==> config.mk <==
export PLATFORM = sky130hd
export DESIGN_NAME = cp0_timer_irq_unit_flat
export DESIGN_NICKNAME = d
export VERILOG_FILES = /design/src/rtl/cp0_timer_irq_unit_if.sv /design/src/rtl/cp0_timer_irq_unit.sv /design/src/flat_wrapper.sv
export SDC_FILE = /design/constraint.sdc
export NUM_CORES = 1
export LEC_CHECK = 0
export ABC_CLOCK_PERIOD_IN_PS = 8200
export CAP_MARGIN = 30
export CELL_PAD_IN_SITES_DETAIL_PLACEMENT = 0
export CELL_PAD_IN_SITES_GLOBAL_PLACEMENT = 1
export CORE_MARGIN = 2
export CORE_UTILIZATION = 38
export CTS_CLUSTER_SIZE = 10
export DETAILED_ROUTE_END_ITERATION = 10
export PLACE_DENSITY_LB_ADDON = 0.1
export SYNTH_ARGS = -nofsm -noshare
export SYNTH_HDL_FRONTEND = slang
export SYNTH_SLANG_ARGS = --single-unit
export TNS_END_PERCENT = 5
==> constraint.sdc <==
create_clock -name clk -period 8.2 [get_ports clk]
set_input_delay 2.05 -clock clk [delete_from_list [all_inputs] [get_ports clk]]
set_output_delay 2.05 -clock clk [all_outputs]
set_load 0.01 [all_outputs]
==> src/rtl/cp0_timer_irq_unit_if.sv <==
// CP0 timer/interrupt unit bus: software writes, ext lines, and
// the Count/Compare/TI/IP views consumed by the CP0 register file.
interface cp0_timer_irq_unit_if #(
  parameter int NUM_TIMERS    = 1,
  parameter int COUNT_WIDTH   = 32,
  parameter int EXT_IRQ_WIDTH = 6
);
  localparam int SEL_W = (NUM_TIMERS > 1) ? $clog2(NUM_TIMERS) : 1;

  logic                              count_stop;
  logic                              count_we;
  logic [COUNT_WIDTH-1:0]            count_wdata;
  logic                              cmp_we;
  logic [SEL_W-1:0]                  cmp_sel;
  logic [COUNT_WIDTH-1:0]            cmp_wdata;
  logic [NUM_TIMERS-1:0]             ti_en;
  logic [EXT_IRQ_WIDTH-1:0]          ext_int;
  logic [COUNT_WIDTH-1:0]            count;
  logic [NUM_TIMERS*COUNT_WIDTH-1:0] compare;
  logic [NUM_TIMERS-1:0]             ti;
  logic [EXT_IRQ_WIDTH-1:0]          ip;

  modport master (
    output count_stop, count_we, count_wdata,
    output cmp_we, cmp_sel, cmp_wdata,
    output ti_en, ext_int,
    input  count, compare, ti, ip
  );

  modport slave (
    input  count_stop, count_we, count_wdata,
    input  cmp_we, cmp_sel, cmp_wdata,
    input  ti_en, ext_int,
    output count, compare, ti, ip
  );
endinterface

==> src/rtl/cp0_timer_irq_unit.sv <==
// CP0 Count/Compare timer with prescaler, sticky per-channel TI
// flags and synchronised external lines folded into Cause.IP.
module cp0_timer_irq_unit #(
  parameter int NUM_TIMERS    = 1,
  parameter int COUNT_WIDTH   = 32,
  parameter int EXT_IRQ_WIDTH = 6,
  parameter int PRESCALE      = 1,
  parameter int SYNC_STAGES   = 2
) (
  input logic                clk,
  input logic                reset,
  cp0_timer_irq_unit_if.slave bus
);
  localparam int PW = (PRESCALE > 1) ? $clog2(PRESCALE) : 1;

  logic [PW-1:0]          pre_q, pre_d;
  logic [COUNT_WIDTH-1:0] count_q, count_d;
  logic [COUNT_WIDTH-1:0] cnt_inc;
  logic [NUM_TIMERS-1:0][COUNT_WIDTH-1:0] cmp_q, cmp_d;
  logic [NUM_TIMERS-1:0]  ti_q, ti_d;
  logic [EXT_IRQ_WIDTH-1:0] ext_s;
  logic                   tick;

  assign tick    = !bus.count_stop && (pre_q == PW'(PRESCALE - 1));
  assign cnt_inc = count_q + 1'b1;

  always_comb begin
    pre_d   = pre_q;
    count_d = count_q;
    cmp_d   = cmp_q;
    ti_d    = ti_q;
    if (bus.count_we) begin
      pre_d   = '0;
      count_d = bus.count_wdata;
    end else if (tick) begin
      pre_d   = '0;
      count_d = cnt_inc;
    end else if (!bus.count_stop) begin
      pre_d   = pre_q + 1'b1;
    end
    // Match against pre-write compare; a write to the channel wins.
    for (int k = 0; k < NUM_TIMERS; k++) begin
      if (tick && !bus.count_we && cnt_inc == cmp_q[k])
        ti_d[k] = 1'b1;
      if (bus.cmp_we && int'(bus.cmp_sel) == k) begin
        cmp_d[k] = bus.cmp_wdata;
        ti_d[k]  = 1'b0;
      end
    end
  end

  always_ff @(posedge clk or posedge reset) begin
    if (reset) begin
      pre_q   <= '0;
      count_q <= '0;
      cmp_q   <= '1;
      ti_q    <= '0;
    end else begin
      pre_q   <= pre_d;
      count_q <= count_d;
      cmp_q   <= cmp_d;
      ti_q    <= ti_d;
    end
  end

  if (SYNC_STAGES == 0) begin : g_nosync
    assign ext_s = bus.ext_int;
  end else begin : g_sync
    logic [SYNC_STAGES-1:0][EXT_IRQ_WIDTH-1:0] sync_q;
    always_ff @(posedge clk or posedge reset) begin
      if (reset) begin
        sync_q <= '0;
      end else begin
        sync_q[0] <= bus.ext_int;
        for (int i = 1; i < SYNC_STAGES; i++)
          sync_q[i] <= sync_q[i-1];
      end
    end
    assign ext_s = sync_q[SYNC_STAGES-1];
  end

  always_comb begin
    bus.ip = ext_s;
    bus.ip[EXT_IRQ_WIDTH-1] = ext_s[EXT_IRQ_WIDTH-1] | (|(ti_q & bus.ti_en));
  end

  assign bus.count   = count_q;
  assign bus.compare = cmp_q;
  assign bus.ti      = ti_q;
endmodule

==> src/flat_wrapper.sv <==
// flat-port wrapper written by rule: the top's interface ports become plain ports
module cp0_timer_irq_unit_flat 
#(
  parameter int NUM_TIMERS    = 1,
  parameter int COUNT_WIDTH   = 32,
  parameter int EXT_IRQ_WIDTH = 6,
  parameter int PRESCALE      = 1,
  parameter int SYNC_STAGES   = 2
)
  (clk, reset, bus_count_stop, bus_count_we, bus_count_wdata, bus_cmp_we, bus_cmp_sel, bus_cmp_wdata, bus_ti_en, bus_ext_int, bus_count, bus_compare, bus_ti, bus_ip);
  cp0_timer_irq_unit_if #(.NUM_TIMERS(NUM_TIMERS), .COUNT_WIDTH(COUNT_WIDTH), .EXT_IRQ_WIDTH(EXT_IRQ_WIDTH)) bus_i ();
  input logic clk;
  input logic reset;
  input wire logic [$bits(bus_i.count_stop)-1:0] bus_count_stop;
  input wire logic [$bits(bus_i.count_we)-1:0] bus_count_we;
  input wire logic [$bits(bus_i.count_wdata)-1:0] bus_count_wdata;
  input wire logic [$bits(bus_i.cmp_we)-1:0] bus_cmp_we;
  input wire logic [$bits(bus_i.cmp_sel)-1:0] bus_cmp_sel;
  input wire logic [$bits(bus_i.cmp_wdata)-1:0] bus_cmp_wdata;
  input wire logic [$bits(bus_i.ti_en)-1:0] bus_ti_en;
  input wire logic [$bits(bus_i.ext_int)-1:0] bus_ext_int;
  output wire logic [$bits(bus_i.count)-1:0] bus_count;
  output wire logic [$bits(bus_i.compare)-1:0] bus_compare;
  output wire logic [$bits(bus_i.ti)-1:0] bus_ti;
  output wire logic [$bits(bus_i.ip)-1:0] bus_ip;
  assign bus_i.count_stop = bus_count_stop;
  assign bus_i.count_we = bus_count_we;
  assign bus_i.count_wdata = bus_count_wdata;
  assign bus_i.cmp_we = bus_cmp_we;
  assign bus_i.cmp_sel = bus_cmp_sel;
  assign bus_i.cmp_wdata = bus_cmp_wdata;
  assign bus_i.ti_en = bus_ti_en;
  assign bus_i.ext_int = bus_ext_int;
  assign bus_count = bus_i.count;
  assign bus_compare = bus_i.compare;
  assign bus_ti = bus_i.ti;
  assign bus_ip = bus_i.ip;
  cp0_timer_irq_unit #(.NUM_TIMERS(NUM_TIMERS), .COUNT_WIDTH(COUNT_WIDTH), .EXT_IRQ_WIDTH(EXT_IRQ_WIDTH), .PRESCALE(PRESCALE), .SYNC_STAGES(SYNC_STAGES)) u_core (.clk(clk), .reset(reset), .bus(bus_i));
endmodule
==> flow_summary.toml <==
[status]
outcome = "finished clean"

[floorplanning]
die_w_um = 115
floorplan.initialDensity = 0.389
pin_count = 148
rows = 40
dieArea_mm2 = 0.0133
die_h_um = 115
core_area_mm2 = 0.0121

[cells_and_area]
multi_input_area_mm2 = 0.00247
syn2layout_area_growth_pct = 39.6
final_core_utilization = 0.544
drive_above_1_share = 0.166
fill_cells = 1143
regArea_mm2 = 0.00199
fin_nets = 693
instances_no_fill = 788
n_antenna_cell = 0

[yosys]
postSynthCellCount = 491
synth_area_leader_cell = "dfrtp_1"
synth_xor_area_frac = 0.118
synthFlopType = "dfrtp_1"
yosys_warnings = 0
avgSynthCellArea_um2 = 9.56
yosys.area_share.simple = 0.219
muxShareOfSynthArea = 0.0855
synth_compound_area_frac = 0.0991
syn-num-nets = 569
synth_fa_ha_area_frac = 0.00266
synth_top_family_by_area = "simple AND/OR/NAND/NOR gates"
ys_seq_elements = 78
synth_top_area_frac = 0.245
synthArstFlopShare = 1.00
synth.area.top_cells = "dfrtp_1 25%, dfstp_2 18%, mux2_2 7.9%"
ys_seq_area_frac = 0.424
syn_area_mm2 = 0.00470
netlist-cell-type-count = 60
synth-edff-count = 0

[sta]
fin_crit_ns = 5.19
relSlewSlack = 0.559
slew_viol_final = 0
finClkSkew_ns = 0.00434
rsz0062_at_grt = "no"
setup_viol = 0
hold_slack_ns = 0.347
tns_ns = 0
timing.final.crit_share = 0.633
hold_viol = 0
worst_pin_slew_ns = 0.656
fmax_mhz = 193

[clock_network]
cts_num_sinks = 78
cts_buffer_depth = 2
htree_levels = 3
cts_resized = 0
clk_pin_slew_ns = 0.06
cts_buffers = 9
cts_setup_buffers = 0
cts_tree = "done"
cts_hold_buf = 0
clock_latency_ns = 0.34
cts-root-buf = "clkbuf_16"

[critical_path]
cp_slowest_cell = "clkdlybuf4s50_1"
path_delay_family = "buffers and inverters"
slowest_delay_ns = 0.53
crit_chain = "clkdlybuf4s50_1 -> a21o_1 -> clkdlybuf4s50_1"
startpoint_type = "input port"
critical_path_arrival_ns = 3.14
crit_type = "in2out"
worstSetupEndpointType = "primary output"
crit_buf_inv = 2
worst-path-max-fanout = 1
critPathMostFrequentCell = "clkdlybuf4s50_1"
cp.required_ns = 6.15

[power]
p_sw_uw = 359
p_comb_frac = 0.244
seqPwrFrac = 0.405
intPower_uw = 902
clkPwrFrac = 0.351
powerDensity_mw_per_mm2 = 192
report.power.total_uw = 1260
leakage_uw = 0.00240
switching_share = 0.285
peakVddDrop_mv = 0.170

[placed_design]
io_buffer_count = 147
place_inst = 771
dpl.hpwl_mm = 9.61
gp_congestion = 0.889

[routing]
ant_nets = 0
viasPerCell = 5.14
drt-wirelength-per-cell_um = 16.6
drtIter0Drc = 129
drt_first_pass_iters = 4
drt-total-wl_mm = 13.1
vias = 4049
drc_errors = 0

[grt]
grt_pass1_vias = 3928
grt_pass1_wl_mm = 20.8
grt_overflow_total = 0
grt_max_degree = 79
track_usage = 0.202
grt_antenna_before_repair = 0

[hold_path]
hold_path.class = "reg2reg"

[run]
maxCapViolCount = 0
## kinds of logic after synthesis
kind of cell,count (synthesis)
adder cells (fa/ha/maj),1
multiplexers,36
flip-flops,78
XOR/XNOR,63
AND/OR/NAND/NOR,190
buffers and inverters,47
AO/OA/AOI/OAI,76
## final cells by class
type | instances | share of cell area
clock inverters | 6 | 0.0141
clock buffers | 10 | 0.0365
flip-flops and latches | 78 | 0.304
multi-input cells | 366 | 0.376
well taps | 168 | 0.0321
repair buffers | 152 | 0.232
inverters | 8 | 0.00477
## power groups by stage
stage / Combinational (uW) / Clock, uW / Sequential [uW]
floorplan: 160 / 0 / 509
global route: 337 / 470 / 520
global placement: 307 / 0 / 515
detailed placement: 308 / 0 / 517
finish: 308 / 443 / 511
CTS: 310 / 455 / 511
## worst paths after layout
| check | endpoint | cells after the start | slack [ns] | start |
|---|---|---|---|---|
| hold / removal | u_core.ext_s[5]$_DFF_PP0_ | 0 | 0.35 | u_core.g_sync.sync_q[5]$_DFF_PP0_ |
| min in group asynchronous | u_core.g_sync.sync_q[0]$_DFF_PP0_ | 3 | 2.00 | reset |
| setup / recovery | bus_ip[5] | 3 | 3.01 | bus_ti_en |
| setup reg to reg | u_core.bus.ti$_DFFE_PP0P_ | 8 | 5.28 | u_core.bus.count[0]$_DFFE_PP0P_ |
| hold reg to reg | u_core.ext_s[5]$_DFF_PP0_ | 0 | 0.35 | u_core.g_sync.sync_q[5]$_DFF_PP0_ |
| max in group asynchronous | u_core.bus.compare[26]$_DFFE_PP1P_ | 4 | 5.57 | reset |
## placed cells by master (no fill, tap or decap), types with 5 or more instances in the layout
master / count
nand4_1: 18
clkbuf_16: 9
nand3_1: 23
and4_1: 11
nand2_1: 56
mux2_2: 33
nor2_1: 28
and3_1: 5
dfrtp_1: 46
nor3_1: 7
clkdlybuf4s50_1: 146
inv_1: 7
xnor2_1: 34
o21ai_0: 41
nor4_1: 13
a21oi_1: 7
dfstp_2: 32
o22ai_1: 5
xor2_1: 29
## state kept, by name, summed over array words and instances, names as in the netlist
name                  flops
u_core.ext_s              6
u_core.bus.ti             1
u_core.pre_q              1
u_core.g_sync.sync_q      6
u_core.bus.count         32
u_core.bus.compare       32
## cells in the mapped netlist (7+ instances only)
cell and count:
clkbuf_1 17, o21ai_0 41, inv_1 8, dfrtp_1 46, buf_4 9, dfstp_2 32
nand2_1 56, nand3_1 23, and4_1 11, xor2_1 29, xnor2_1 34, mux2_2 33
nand4_1 18, nor4_1 13, nor2_1 28, a21oi_1 7, buf_2 9, nor3_1 7
## routing by layer
metal / track usage / wire length (um)
met4: 0.0570 / 142
met3: 0.0490 / 749
met1: 0.284 / 6250
met5: 0 / 0
met2: 0.313 / 5940
## through the flow
step	cell area (um2)	worst slack, ns
6_report	6560	3.01
5_1_grt	6560	2.99
4_1_cts	6530	3.01
3_5_place_dp	6200	3.01
3_3_place_gp	6200	3.02
2_1_floorplan	4700	3.93
Power figures use the tool's default switching activity.
